## src/rtl/uart_rx_8n1.sv

```systemverilog
// ---------------------------------------------------------------------------
// uart_rx_8n1 -- 8N1 UART receiver with single-byte holding register.
//
// Receives LSB-first 8N1 frames on ftdi_rx. Each frame is timed from its
// falling start edge. A good frame is presented on rx_byte with rx_valid held
// until acknowledged.
//
// Optional build macro:
//   UART_RX_MAJORITY_EN  - every start/data/stop sample becomes the 2-of-3
//                          majority of the line around the sample point.
//                          When it is undefined, a single line value is used.
//                          Ports and timing are the same in both builds.
//
// Parameters:
//   CLKS_PER_BIT  clk_100mhz cycles per bit time (8..65535)
//
// Ports:
//   clk_100mhz   in   clock, rising edge
//   resetn       in   synchronous active-low reset
//   ftdi_rx      in   asynchronous serial line, idle high
//   rx_ack       in   consumer acknowledge, clears rx_valid
//   rx_byte      out  [7:0] last correctly framed byte
//   rx_valid     out  rx_byte holds an unacknowledged byte
//   framing_err  out  one-cycle pulse when the stop bit is sampled low
//   overrun      out  sticky: a byte completed while rx_valid was high
// ---------------------------------------------------------------------------
module uart_rx_8n1 #(
    parameter int CLKS_PER_BIT = 10417
) (
    input  logic       clk_100mhz,
    input  logic       resetn,
    input  logic       ftdi_rx,
    input  logic       rx_ack,
    output logic [7:0] rx_byte,
    output logic       rx_valid,
    output logic       framing_err,
    output logic       overrun
);

    localparam int CNT_W = $clog2(CLKS_PER_BIT);
    localparam logic [CNT_W-1:0] CNT_ZERO = CNT_W'(0);
    localparam logic [CNT_W-1:0] CNT_ONE  = CNT_W'(1);
    localparam logic [CNT_W-1:0] CNT_HALF = CNT_W'(CLKS_PER_BIT / 2);
    localparam logic [CNT_W-1:0] CNT_END  = CNT_W'(CLKS_PER_BIT - 1);

    typedef enum logic [2:0] {
        ST_IDLE  = 3'd0,
        ST_START = 3'd1,
        ST_DATA  = 3'd2,
        ST_STOP  = 3'd3,
        ST_BREAK = 3'd4
    } state_t;

`ifdef UART_RX_MAJORITY_EN
    // 2-of-3 vote used to reject a single-cycle spike at a sample point.
    function automatic logic maj3(input logic a, input logic b, input logic c);
        return (a & b) | (a & c) | (b & c);
    endfunction
`endif

    // Synchronizer plus two history stages. line_c_r is the "current" line
    // value the FSM works on; sync2_r is one clock newer and line_m_r one
    // clock older, so the majority window is available without extra delay.
    logic         sync1_r;
    logic         sync2_r;
    logic         line_c_r;
    logic         line_m_r;
    // Fill marker: bit 3 set once every history stage holds a real line
    // sample. Until then the reset value 1 could fake a falling edge.
    logic [3:0]   fill_r;

    state_t           state_r;
    state_t           state_n;
    logic [CNT_W-1:0] cnt_r;
    logic [CNT_W-1:0] cnt_n;
    logic [2:0]       bit_idx_r;
    logic [2:0]       bit_idx_n;
    logic [7:0]       shift_r;
    logic [7:0]       shift_n;

    logic         sample_s;
    logic         fall_s;
    logic         byte_done_s;
    logic         frame_err_s;

    logic [7:0]   rx_byte_r;
    logic         rx_valid_r;
    logic         framing_err_r;
    logic         overrun_r;

    // Synchronize ftdi_rx and keep a short history of the synchronized line.
    always_ff @(posedge clk_100mhz) begin
        if (!resetn) begin
            sync1_r  <= 1'b1;
            sync2_r  <= 1'b1;
            line_c_r <= 1'b1;
            line_m_r <= 1'b1;
            fill_r   <= 4'b0000;
        end else begin
            sync1_r  <= ftdi_rx;
            sync2_r  <= sync1_r;
            line_c_r <= sync2_r;
            line_m_r <= line_c_r;
            fill_r   <= {fill_r[2:0], 1'b1};
        end
    end

    // Bit sample value and start-edge detect.
    always_comb begin
`ifdef UART_RX_MAJORITY_EN
        sample_s = maj3(line_m_r, line_c_r, sync2_r);
`else
        sample_s = line_c_r;
`endif
        // A genuine high followed by low; gated until the history is real so
        // that a line held low across reset is not mistaken for a start bit.
        fall_s = fill_r[3] & line_m_r & ~line_c_r;
    end

    // FSM state, bit-time counter, bit index and shift register.
    always_ff @(posedge clk_100mhz) begin
        if (!resetn) begin
            state_r   <= ST_IDLE;
            cnt_r     <= CNT_ZERO;
            bit_idx_r <= 3'd0;
            shift_r   <= 8'h00;
        end else begin
            state_r   <= state_n;
            cnt_r     <= cnt_n;
            bit_idx_r <= bit_idx_n;
            shift_r   <= shift_n;
        end
    end

    // Next-state logic; the counter is cleared at every sample point.
    always_comb begin
        state_n     = state_r;
        cnt_n       = CNT_ZERO;
        bit_idx_n   = bit_idx_r;
        shift_n     = shift_r;
        byte_done_s = 1'b0;
        frame_err_s = 1'b0;
        case (state_r)
            ST_IDLE: begin
                bit_idx_n = 3'd0;
                if (fall_s) begin
                    state_n = ST_START;
                end else begin
                    state_n = ST_IDLE;
                end
            end
            ST_START: begin
                if (cnt_r == CNT_HALF) begin
                    if (!sample_s) begin
                        state_n = ST_DATA;
                    end else begin
                        state_n = ST_IDLE;
                    end
                end else begin
                    cnt_n = cnt_r + CNT_ONE;
                end
            end
            ST_DATA: begin
                if (cnt_r == CNT_END) begin
                    shift_n = {sample_s, shift_r[7:1]};
                    if (bit_idx_r == 3'd7) begin
                        bit_idx_n = 3'd0;
                        state_n   = ST_STOP;
                    end else begin
                        bit_idx_n = bit_idx_r + 3'd1;
                    end
                end else begin
                    cnt_n = cnt_r + CNT_ONE;
                end
            end
            ST_STOP: begin
                if (cnt_r == CNT_END) begin
                    if (sample_s) begin
                        byte_done_s = 1'b1;
                        state_n     = ST_IDLE;
                    end else begin
                        frame_err_s = 1'b1;
                        state_n     = ST_BREAK;
                    end
                end else begin
                    cnt_n = cnt_r + CNT_ONE;
                end
            end
            ST_BREAK: begin
                // Wait out a held-low line; no start detection here.
                if (line_c_r) begin
                    state_n = ST_IDLE;
                end else begin
                    state_n = ST_BREAK;
                end
            end
            default: begin
                state_n = ST_IDLE;
            end
        endcase
    end

    // Output holding register, valid/ack handshake and sticky overrun.
    always_ff @(posedge clk_100mhz) begin
        if (!resetn) begin
            rx_byte_r     <= 8'h00;
            rx_valid_r    <= 1'b0;
            framing_err_r <= 1'b0;
            overrun_r     <= 1'b0;
        end else begin
            framing_err_r <= frame_err_s;
            if (byte_done_s) begin
                rx_byte_r  <= shift_r;
                rx_valid_r <= 1'b1;
                // An ack in the same cycle consumes the old byte: no overrun.
                if (rx_valid_r && !rx_ack) begin
                    overrun_r <= 1'b1;
                end else begin
                    overrun_r <= overrun_r;
                end
            end else if (rx_valid_r && rx_ack) begin
                rx_valid_r <= 1'b0;
            end else begin
                rx_valid_r <= rx_valid_r;
            end
        end
    end

    assign rx_byte     = rx_byte_r;
    assign rx_valid    = rx_valid_r;
    assign framing_err = framing_err_r;
    assign overrun     = overrun_r;

endmodule

```

## config.mk

```make
export PLATFORM = sky130hd
export DESIGN_NAME = uart_rx_8n1
export DESIGN_NICKNAME = d
export VERILOG_FILES = /design/src/rtl/uart_rx_8n1.sv
export SDC_FILE = /design/constraint.sdc
export NUM_CORES = 1
export LEC_CHECK = 0
export CORE_ASPECT_RATIO = 2
export CORE_MARGIN = 2
export CORE_UTILIZATION = 30
export DETAILED_ROUTE_END_ITERATION = 8
export GPL_ROUTABILITY_DRIVEN = 0
export PLACE_DENSITY = 0.57
export SLEW_MARGIN = 5
export SYNTH_ARGS = -nofsm -noshare
export SYNTH_HDL_FRONTEND = slang
export SYNTH_SLANG_ARGS = --single-unit
```

## constraint.sdc

```tcl
create_clock -name clk_100mhz -period 1.94 [get_ports clk_100mhz]
set_input_delay 0.485 -clock clk_100mhz [delete_from_list [all_inputs] [get_ports clk_100mhz]]
set_output_delay 0.485 -clock clk_100mhz [all_outputs]
set_load 0.005 [all_outputs]
```

# Yosys cells after proc, flatten, opt, wreduce, memory -nomap -nowiden
# Cells that the tools add are included.
# totals
ff_bits	47
latch_bits	0
ramBits	0
rom_bits	0
out_inout_bits	11
elab_cells	63
memories	0
# op_classes
add_sub_neg	2
multipliers	0
div_mod_pow	0
order_cmp	0
eq_ne	11
shifts	0
mux	21
n_bitwise	3
n_reduce_logical	12
# op_table
op	n
$mux W14	2
$pmux W14 S2	1
$mux W3	7
$pmux W3 S5	1
$add A14 B1 Y14 const B	1
$eq A14 B13 Y1 const B	1
$eq A14 B14 Y1 const B	1
$mux W1	8
$ne A2 B2 Y1 const B	4
$eq A3 B2 Y1 const B	2
$eq A3 B3 Y1 const B	2
$pmux W3 S2	1
$reduce_and A2 Y1	3
$reduce_and A4 Y1	1
$reduce_bool A2 Y1	2
$add A3 B1 Y3 const B	1
$eq A3 B1 Y1 const B	1
$logic_not A3 Y1	1
$reduce_and A3 Y1	1
$and A1 B1 Y1	2
$logic_and A1 B1 Y1	2
$mux W2	1
$reduce_or A2 Y1	1
$logic_not A1 Y1	1
$not A1 Y1	1

# Depth between registers and ports, before layout
# Gate-level depths: netlist of the first run.
# logic_depth
ltp_word	4
ltp_mapped	7
mapped_depth_nobuf	5

# Worst setup path before layout of the first run
# OpenSTA, ideal clock, no wires.
# synth_path
kind	reg-to-reg
start	register cnt_r[2]
end	register cnt_r[10]
setup_time_ps	132
arrival_ps	1394
t_required_ps	1808
slack_ps	414
path_stages_with_launch	7
path_buffers	2
synth_period_minus_slack_ps	1526
path_cell_list	dfxtp_1 buf_2 nor4b_4 nand4_2 a22oi_2 buf_2 nor3_1
# synth_between
elab_chain_len	3
elab_cells_between_ends	6
cone_classes	1 x add/sub; 2 x eq/ne; 3 x mux
# synth_rtl
element	line_no	source
start, declared	74	logic [CNT_W-1:0] cnt_r;
start signal, assigned	129	cnt_r <= cnt_n;
$add A14 B1 Y14 (tied with other cells)	160, 173, 186	
$mux W14 (on tied branches)	164, 177, 153	
$pmux W14 S2 (*)	143	case (state_r)
# Mark *: on every way between the ends. The rest lies on a longest branch, timed or not.
# A chain may end at the register's enable or synchronous reset.

# Final worst setup path of the first run
# layout_path
start	register rx_valid_r, in the netlist rx_valid
end	output port rx_valid
# layout_lines
element	line_no	source
start, declared	87	logic rx_valid_r;
start signal, assigned	224	rx_valid_r <= rx_valid_r;
end, declared	35	output logic rx_valid,
# No word-level cell between the ends.

==> metrics.md, run 1 <==
| Metric | Value |
|---|---|
| Final setup fails | `0` |
| Outcome | `completed` |
| Clock Root Buffer | `clkbuf_16` |
| Switching pwr | `around 0.37 mW` |
| Power density cells | `~800 mW/mm^2` |
| Synthesized instance count | `between 200 and 250` |
| Total Neg Setup Slack | `0 ps` |
| Post-route ant nets | `0` |
| Gate power share | `0.014` |
| Slew Limit Fails | `0` |
| Die height | `between 100 and 150 um` |
| Final wirelength | `4.27 mm` |
| WL per Instance | `~13 um` |
| Power Total | `1.90 mW` |
| Rel. slew slack | `0.740` |
| I/O pins | `15` |
| Peak VDD IR | `between 0.0004 and 0.0005 V` |
| Mean Syn Cell Area | `9.03 sq um` |
| CP bufs+invs | `1` |
| Setup crit end kind | `primary output` |
| Ant diodes | `0` |
| First-pass GRT wire length | `roughly 7.3 mm` |
| Post-cts sizing count | `0` |
| Hold buffers post-CTS | `0` |
| Slowest stage delay, CP | `around 500 ps` |
| Cell-internal power | `1.53 mW` |
| Seq cells post-synth | `47` |
| WP data required | `roughly 1500 ps` |
| RSZ-0062 raised after global routing | `false` |
| Clock Sinks | `47` |
| Nets | `between 200 and 250` |
| Switching Share | `0.196` |
| Area after DPL | `~0.0022 sq mm` |
| Clock transition at the registers of the reported paths | `60 ps` |
| Rows | `42` |
| Post-Layout Inst Area | `~0.0024 sq mm` |
| Total congestion overflow | `0` |
| Final min period | `approximately 1600 ps` |
| H-tree depth | `2` |
| Layout cells sized above 1 | `0.0932` |
| Vias in the first global route | `between 1500 and 2000` |
| Overall Global Routing Usage | `0.132` |
| # Max-Cap Violations | `0` |
| Worst skew pair latency | `approximately 290 ps` |
| Worst Path Max Fanout | `3` |
| Die area | `~0.0074 sq mm` |
| Worst setup SP type | `register` |
| Initial Util | `0.305` |
| DP Wirelength | `approximately 3.0 mm` |
| Hold Crit Class | `register to register` |
| Via density | `~5` |
| Seq/Total Area, Yosys | `0.469` |
| Maximum buffer depth of the clock tree | `2` |
| Num CTS Buffers | `5` |
| Fin crit share | `0.835` |
| Highest-delay cell along the critical path | `clkdlybuf4s50_1` |
| DRC viols | `0` |
| CTS tree | `built` |
| Die Wd | `between 60 and 70 um` |
| Crit Path Category | `register to primary output` |
| Distinct cells, synth | `37` |
| Setup repair bufs after CTS | `0` |
| Core Box Area | `between 0.006 and 0.007 sq mm` |
| Final hold viol count | `0` |
| DR pass1 iterations | `6` |
| Crit-path leading delay family | `buffers and inverters` |
| Area grow syn2layout | `19.8%` |
| Cell breakdown of the critical path | `clkdlybuf4s50_1` |
| Fmax | `between 600 and 700 MHz` |
| # port buffers | `14` |
| FF-to-FF setup slack | `approximately 370 ps` |
| Pin count of the biggest net entering global routing | `22` |
| Vias | `around 1600` |
| Initial antenna violation count | `0` |
| Net count after synthesis | `between 200 and 250` |
| Worst EP arrival | `about 1100 ps` |
| Static leakage | `just under 0.8 nW` |
| Ys Warns | `0` |
| Clk pwr share | `0.475` |
| Post-Syn Area | `0.00201 sq mm` |
| Clock Skew | `roughly 6.1 ps` |
| Sequential fraction of design power | `0.511` |
| First-iteration detailed-routing DRC count | `71` |
| Tightest Pin Transition | `just under 400 ps` |
-- synth_stat cells --
cell type | instances | area, sq um
dfxtp_1 | 47 | 941
nand3_1 | 20 | 100
o21ai_0 | 18 | 90.1
a21oi_1 | 16 | 80.1
nor3_1 | 15 | 75.1
clkbuf_1 | 10 | 37.5
nand2_1 | 9 | 33.8
nand4_1 | 9 | 56.3
nor2_1 | 7 | 26.3
and2_1 | 6 | 37.5
inv_1 | 6 | 22.5
xnor2_1 | 6 | 52.6
xor2_1 | 6 | 52.6
buf_2 | 5 | 25.0
ha_1 | 4 | 50.1
nand2b_1 | 4 | 25.0
nor4_1 | 4 | 25.0
a31oi_1 | 3 | 18.8
a22oi_1 | 2 | 15.0
and3_1 | 2 | 12.5
and4_1 | 2 | 17.5
and4bb_2 | 2 | 25.0
mux2i_1 | 2 | 20.0
nor3b_1 | 2 | 15.0
nor4bb_1 | 2 | 20.0
o22ai_1 | 2 | 12.5
a2111o_1 | 1 | 11.3
a22oi_2 | 1 | 12.5
a32oi_1 | 1 | 8.76
a41oi_1 | 1 | 8.76
and3b_1 | 1 | 8.76
buf_4 | 1 | 7.51
buf_6 | 1 | 11.3
nand3b_1 | 1 | 7.51
nand4_2 | 1 | 12.5
nor4b_4 | 1 | 23.8
or3_1 | 1 | 6.26
-- power by group through the flow --
| stage | Clock [mW] | Sequential, mW | Combinational [mW] |
|---|---|---|---|
| detailed placement | 0 | 0.995 | 0.0268 |
| floorplan | 0 | 0.994 | 0.0142 |
| global placement | 0 | 0.995 | 0.0264 |
| CTS | 0.929 | 0.973 | 0.0269 |
| global route | 0.972 | 0.973 | 0.0289 |
| finish | 0.905 | 0.973 | 0.0263 |
-- cell usage in the layout, fill, tap and decap left out, types with 2 or more instances in the layout --
cell type / synthesis / routed
buf_4: 1 / 9
a31oi_1: 3 / 3
inv_1: 6 / 6
dfxtp_1: 47 / 47
a21oi_1: 16 / 16
nand2b_1: 4 / 4
clkdlybuf4s50_1: 0 / 14
nand4_1: 9 / 9
clkbuf_8: 0 / 2
clkbuf_16: 0 / 5
and4_1: 2 / 2
nand2_1: 9 / 9
nand3_1: 20 / 20
mux2i_1: 2 / 2
ha_1: 4 / 4
a22oi_1: 2 / 2
o22ai_1: 2 / 2
nor3_1: 15 / 15
o21ai_0: 18 / 18
nor4bb_1: 2 / 2
and2_1: 6 / 6
xnor2_1: 6 / 6
xor2_1: 6 / 6
and4bb_2: 2 / 2
nor4_1: 4 / 4
nor2_1: 7 / 7
and3_1: 2 / 2
nor3b_1: 2 / 2
-- routing by layer --
layer	GRT usage	vias up	wire, um
li1	-	822	-
met1	0.136	757	1660
met2	0.220	32	2350
met3	0.0399	10	147
met4	0.0798	0	119
met5	0	-	0
-- state kept, by name, indices dropped and copies added (netlist names) --
name         flops
bit_idx_r        3
cnt_r           14
fill_r           4
framing_err      1
line_c_r         1
line_m_r         1
overrun          1
rx_byte          8
rx_valid         1
shift_r          8
state_r          3
sync1_r          1
sync2_r          1
-- final cells by class --
type                       count  area [sq um]
timing repair buffer          23           208
clock buffer                   7           153
multi-input combinational    152           961
fill                         672          4170
tap                           88           110
clock inverter                 1          7.51
sequential                    47           941
inverter                       6          22.5
-- worst register-to-register path: stages, from the launching register on --
cell and delay, ps:
dfxtp_1 530, and3b_1 280, and2_1 390, nand3_1 170, a21oi_1 150
-- stage by stage --
stage | setup slack [ps] | std cells | hold WS [ps] | utilization
final | 320 | 324 | 405 | 0.366
after global routing | 219 | 324 | 430 | 0.366
after CTS | 314 | 324 | 414 | 0.366
after detailed placement | 104 | 316 | 395 | 0.341
after global placement | 147 | 316 | 392 | 0.341
after floorplan | 414 | 222 | 386 | -
-- cells by family (layout without fill, tap and decap cells) --
kind of cell | Yosys count | after routing | share of synthesized area
buf+inv | 23 | 37 | 0.0518
xor+xnor | 12 | 12 | 0.0524
simple gates | 89 | 89 | 0.263
flops | 47 | 47 | 0.469
mux | 2 | 2 | 0.00998
compound gates | 45 | 45 | 0.129
fa+ha+maj | 4 | 4 | 0.0250
-- final timing paths --
| check | startpoint | to | cells after the start |
|---|---|---|---|
| worst max register to register | state_r[0] | rx_byte[6] | 4 |
| worst max-delay path | rx_valid | rx_valid | 1 |
| worst min register to register | sync2_r | line_c_r | 1 |
| worst min-delay path | sync2_r | line_c_r | 1 |
Note: power is estimated with default switching activity, not from simulation.
==> run 2: changes to the inputs <==
--- a/config.mk
+++ b/config.mk
@@ -10,7 +10,7 @@
 export CORE_UTILIZATION = 30
 export DETAILED_ROUTE_END_ITERATION = 8
 export GPL_ROUTABILITY_DRIVEN = 0
-export PLACE_DENSITY = 0.57
+export PLACE_DENSITY = 0.59
 export SLEW_MARGIN = 5
 export SYNTH_ARGS = -nofsm -noshare
 export SYNTH_HDL_FRONTEND = slang
==> constraint.sdc (replaced) <==
create_clock -name clk_100mhz -period 1.3 [get_ports clk_100mhz]
set_input_delay 0.325 -clock clk_100mhz [delete_from_list [all_inputs] [get_ports clk_100mhz]]
set_output_delay 0.325 -clock clk_100mhz [all_outputs]
set_load 0.005 [all_outputs]
==> run 2 against run 1 <==
Net effect:
- the flow now finishes with violations (negative setup slack)
- cell area rose by 12%
- non-clock buffer count rose by 33
- first-iteration DRC count rose by 2.8%
- sequential power rose by 49%
- utilization rose by 4.5 points
- flip-flop and latch count did not move
- combinational power rose by 59%
- largest power group unchanged
- highest routed layer unchanged
==> metrics.md, run 2 (synthesized netlist as in run 1, its figures left out) <==
| Metric | Value |
|---|---|
| Outcome | `finished with violations (was completed)` |
| Failing checks | `negative setup slack` |
| Final setup fails | `39 (was 0)` |
| Pin count of the biggest net entering global routing | `22 (unchanged)` |
| Fin crit share | `1.18` |
| Hold Crit Class | `register to register (unchanged)` |
| Fin cells | `356 (was 324)` |
| Post-route ant nets | `0 (unchanged)` |
| Final wirelength | `4.51 mm (was 4.27 mm)` |
| Static leakage | `0.996 nW (was 0.769 nW)` |
| CTS tree | `built (unchanged)` |
| Layout cells sized above 1 | `0.231 (was 0.0932)` |
| Area after DPL | `0.00249 sq mm (was 0.00224 sq mm)` |
| Tightest Pin Transition | `346 ps (was 390 ps)` |
| First-pass GRT wire length | `7.68 mm (was 7.35 mm)` |
| Die Wd | `61.8 um (unchanged)` |
| Worst Path Max Fanout | `14 (was 3)` |
| Total congestion overflow | `0 (unchanged)` |
| Slew Limit Fails | `0 (unchanged)` |
| Worst setup SP type | `register (unchanged)` |
| Vias | `1771 (was 1621)` |
| I/O pins | `15 (unchanged)` |
| Num CTS Buffers | `5 (unchanged)` |
| Hold buffers post-CTS | `0 (unchanged)` |
| Largest register FFs | `14 (unchanged)` |
| Most frequent cells in the layout | `dfxtp_1 (46), buf_4 (37), nand3_1 (20) (was dfxtp_1 (47), nand3_1 (20), o21ai_0 (18))` |
| Worst Reg2Reg Path Length in Cells | `5 (was 4)` |
| Worst Slack Setup Final | `-235 ps (was 320 ps)` |
| Clock Root Buffer | `clkbuf_16 (unchanged)` |
| Hold Path Cell Cnt | `1 (unchanged)` |
| # Max-Cap Violations | `0 (unchanged)` |
| Sequential Area | `942 sq um (was 941 sq um)` |
| Peak VDD IR | `0.000588 V (was 0.000415 V)` |
| Core Box Area | `0.00657 sq mm (unchanged)` |
| Largest Register | `cnt_r (unchanged)` |
| Initial Util | `0.305 (unchanged)` |
| WP data required | `1460 ps (was 1450 ps)` |
| Power Total | `2.74 mW (was 1.90 mW)` |
| FF-to-FF setup slack | `-240 ps (was 370 ps)` |
| WL per Instance | `12.7 um (was 13.2 um)` |
| Fmax | `about 650 MHz` |
| # port buffers | `14 (unchanged)` |
| RSZ-0062 raised after global routing | `true (was false)` |
| DR pass1 iterations | `4 (was 6)` |
| DP Wirelength | `3.26 mm (was 3.03 mm)` |
| Placed insts | `347 (was 316)` |
| Initial antenna violation count | `0 (unchanged)` |
| Overall Global Routing Usage | `0.135 (was 0.132)` |
| Crit Path Category | `register to register (was register to primary output)` |
| Worst EP arrival | `1700 ps (was 1140 ps)` |
| Setup crit end kind | `register (was primary output)` |
| Maximum buffer depth of the clock tree | `2 (unchanged)` |
| Nets | `276 (was 243)` |
| Vias in the first global route | `1682 (was 1638)` |
| Rel. slew slack | `0.766 (was 0.740)` |
| First-iteration detailed-routing DRC count | `73 (was 71)` |
| Ant diodes | `0 (unchanged)` |
| Worst skew pair latency | `280 ps (was 290 ps)` |
| Post-Layout Inst Area | `0.00270 sq mm (was 0.00240 sq mm)` |
| Final hold viol count | `0 (unchanged)` |
| Clock Sinks | `47 (unchanged)` |
| Final min period | `1540 ps` |
| Clock transition at the registers of the reported paths | `60 ps (about the same)` |
| Die area | `0.00739 sq mm (unchanged)` |
| Area grow syn2layout | `34.4% (was 19.8%)` |
| Rows | `42 (unchanged)` |
| Multi-input gate area | `998 sq um (was 961 sq um)` |
| Die height | `120 um (unchanged)` |
| Fillcell total | `701 (was 672)` |
| Via density | `4.97 (was 5.00)` |
| Most common cell after layout, fill and taps aside | `dfxtp_1 (unchanged)` |
| H-tree depth | `2 (unchanged)` |
| Clock Skew | `3.90 ps (was 6.06 ps)` |
| DRC viols | `0 (unchanged)` |
| Power density cells | `1020 mW/mm^2 (was 793 mW/mm^2)` |
-- run 2: area by class of cell --
type,count,share of cell area
clock buffers,6,0.0515
clock inverters,1,0.00186
inverters,6,0.00836
multi-input cells,152,0.370
well taps,88,0.0409
repair buffers,56,0.177
flip-flops and latches,47,0.350
-- run 2: through the flow --
step | setup WS [ps] | utilization | hold WS, ps | setup TNS, ps
after floorplan | -153 | - | 353 | -4020
after global placement | -353 | 0.379 | 389 | -8810
after detailed placement | -366 | 0.379 | 395 | -9600
after CTS | -227 | 0.406 | 410 | -7550
after global routing | -314 | 0.410 | 428 | -10360
final | -235 | 0.410 | 406 | -7350
-- run 2: where the power goes --
part | switching, mW | internal [mW] | total (mW)
Sequential | 0.00273 | 1.45 | 1.45
Combinational | 0.0226 | 0.0192 | 0.0418
Clock | 0.500 | 0.750 | 1.25
Total | 0.525 | 2.22 | 2.74
-- run 2: repair_timing --
| action | CTS | global route |
|---|---|---|
| setup buffers | 2 | 0 |
| gates resized for setup | 19 | 10 |
| pin swaps | 4 | 2 |
| cloned | 0 | 0 |
| setup endpoints to repair | 50 | 39 |
-- run 2: worst paths after layout --
| path | from | to |
|---|---|---|
| worst max-delay path | cnt_r[9] | cnt_r[13] |
| worst min-delay path | sync1_r | sync2_r |
| worst max register to register | cnt_r[9] | cnt_r[13] |
| worst min register to register | sync1_r | sync2_r |
-- run 2: per-layer routing --
| layer | up-vias | part of all wire | GRT usage |
|---|---|---|---|
| li1 | 887 | - | - |
| met2 | 23 | 0.56 | 0.243 |
| met5 | - | 0 | 0 |
| met1 | 853 | 0.40 | 0.143 |
| met3 | 8 | 0.015 | 0.0259 |
| met4 | 0 | 0.024 | 0.0585 |
-- run 2: worst max-delay path, stage by stage, from the launching register on --
cell and delay [ps]:
dfxtp_2 330, nor4b_4 360, nand4_2 220, a22oi_2 280, buf_12 170, nor3_1 60
==> run 3: changes to the inputs <==
==> constraint.sdc (replaced) <==
create_clock -name clk_100mhz -period 1.3 [get_ports clk_100mhz]
set_input_delay 0.325 -clock clk_100mhz [delete_from_list [all_inputs] [get_ports clk_100mhz]]
set_output_delay 0.325 -clock clk_100mhz [all_outputs]
set_load 0.01 [all_outputs]
==> results of run 3 <==
Same layout as run 2: the final DEF is identical, and so are final timing and power.
==> edit: new RTL, config.mk and constraints of run 3 <==
Make the reset (`resetn`) asynchronous in 3 clocked blocks. Comments in the files are not updated.
--- a/src/rtl/uart_rx_8n1.sv
+++ b/src/rtl/uart_rx_8n1.sv
@@ -91,3 +91,3 @@
     // Synchronize ftdi_rx and keep a short history of the synchronized line.
-    always_ff @(posedge clk_100mhz) begin
+    always_ff @(posedge clk_100mhz or negedge resetn) begin
         if (!resetn) begin
@@ -120,3 +120,3 @@
     // FSM state, bit-time counter, bit index and shift register.
-    always_ff @(posedge clk_100mhz) begin
+    always_ff @(posedge clk_100mhz or negedge resetn) begin
         if (!resetn) begin
@@ -203,3 +203,3 @@
     // Output holding register, valid/ack handshake and sticky overrun.
-    always_ff @(posedge clk_100mhz) begin
+    always_ff @(posedge clk_100mhz or negedge resetn) begin
         if (!resetn) begin
Check against the original RTL: same outputs for any inputs over 10 cycles, from zero or initial values and one cycle with resetn low; that may be too few to reach the edited logic, so the function may still have changed.
==> edit against run 3 <==
- via count shrank 15%
- critical endpoint is now shift_r[4]
- worst hold slack worse by 56 ps
- synthesized area rose by 1.9%
- critical path type unchanged
- wire length fell by 4.9%
- cell count shrank 10%
- sequential cell count stayed put
- cell area rose by 6.7%
- worst setup slack got worse by 260 ps
- sequential share of layout area up 6.1 points
- the run still ends with setup timing left
- die area rose by 1.8%
Power is not compared: it rests on default switching activity, and its combinational part moved more than twofold at a synthesized area within 25%.
==> edit: results (changes against run 3) <==
[worst_setup_path]
r2r_slack_ps=-490  ; -260 ps
crit_fanout=8  ; -6
crit_arrival_ps=1970  ; +270 ps

[placement]
dpl.cell_count=306  ; -12%
placed_cell_area_um2=2650  ; +6.4%
post-place-ws_ps=-523  ; -158 ps
dpl.hpwl_um=3140  ; -3.8%

[routing]
m1WireLength_um=1530  ; -15%
drtIter0Drc=74  ; +1.4%
vias=1501  ; -15%
wl_met2_um=2550  ; +0.55%
route.met3.wl_um=79  ; +18%
dr.pass1.iters=3  ; -1
wl_per_cell_um=13.4  ; +6.2%

[sta]
finalSetupTns_ps=-14680  ; -7330 ps
finalSetupViolations=39  ; unchanged
fin_ws_ps=-493  ; -257 ps
whs_ps=350  ; -56.0 ps
fin_skew_ps=7.16  ; +3.26 ps

[run_status]
violations=setup timing
status=finished with violations

[global_route]
use_met1_pct=12.0  ; -2.3 points
grt_max_degree=20  ; -9.1%
use_met3_pct=2.23  ; -0.35 points
met2_usage_pct=25.9  ; +1.6 points
grt_usage_pct=13.1  ; -0.46 points
grt_pass1_wl_um=7400  ; -3.6%
first_global_vias=1576  ; -6.3%

[yosys]
synth_area_leaders=dfrtp_1 (53%), mux2_4 (5.9%), dfstp_2 (5.1%)
syn_nets=176  ; -23%
avgSynthCellArea_um2=12.2  ; +35%
async_flop_share_pct=100  ; +100 points
ys_types=40  ; +8.1%
synth_seq_area_share_pct=57.8  ; +11 points
netlist_top_cells_count=dfrtp_1 (43), nor2_1 (18), nand2_1 (11)

[clock_network]
cts_inserted_buffers=5  ; unchanged
clock_latency_ps=290

[final_layout]
diodes=0  ; unchanged
fillers=659  ; -6.0%
drive_gt1_share_pct=38.1  ; +15 points
final_cells=319  ; -10%
final_util_pct=43.4  ; +2.4 points
nets=238  ; -14%

==> edit: cell count changes after synthesis, moves of 8 or more <==
| cell | delta |
|---|---|
| nor3_1 | -11 |
| dfxtp_1 | -47 |
| clkbuf_1 | -9 |
| nand3_1 | -12 |
| nor2_1 | +11 |
| mux2_4 | +8 |
| mux2_2 | +8 |
| dfrtp_1 | +43 |
| o21ai_0 | -17 |
| a21oi_1 | -14 |
==> edit: cell type report <==
cell class                 count  area share [%]
inverter                       6           0.783
clock buffer                   6            4.48
tap                           88            3.83
timing repair buffer          59            18.2
sequential                    47            41.1
multi-input combinational    111            31.2
clock inverter                 2           0.435
==> edit: worst paths after layout <==
kind                         endpoint  cells after the start      start
min                         fill_r[1]                      0  fill_r[0]
max reg2reg                shift_r[4]                      7   cnt_r[0]
min reg2reg                 fill_r[1]                      0  fill_r[0]
max in group asynchronous     sync1_r                      3     resetn
max                        shift_r[4]                      7   cnt_r[0]
min in group asynchronous  rx_byte[4]                      2     resetn
==> edit: logic make-up after synthesis <==
group                      Yosys count  share of synthesized area, %
AOI/OAI and AO/OA                   14                          5.20
xor gates and xnor gates            12                          5.14
adders and majority gates            4                          2.45
buffers and inverters               10                          2.14
DFF                                 47                          57.8
muxes                               16                          10.3
other                                1                         0.183
and+or+nand+nor                     64                          16.8
==> edit: repair_timing <==
item                                    CTS  global route
endpoints found under the hold margin     9             0
pin swaps                                 4             1
hold buffers                              1             0
gates cloned                              1             0
endpoints found under the setup margin   50            44
resized for setup                        26             7
setup buffers                             1             2
==> edit: worst max-delay path, stage by stage (launching register included) <==
cell,delay [ps]
dfrtp_1,380
inv_1,60
ha_1,150
and3b_2,210
nand4_1,90
or3_1,330
buf_6,160
mux2_4,290
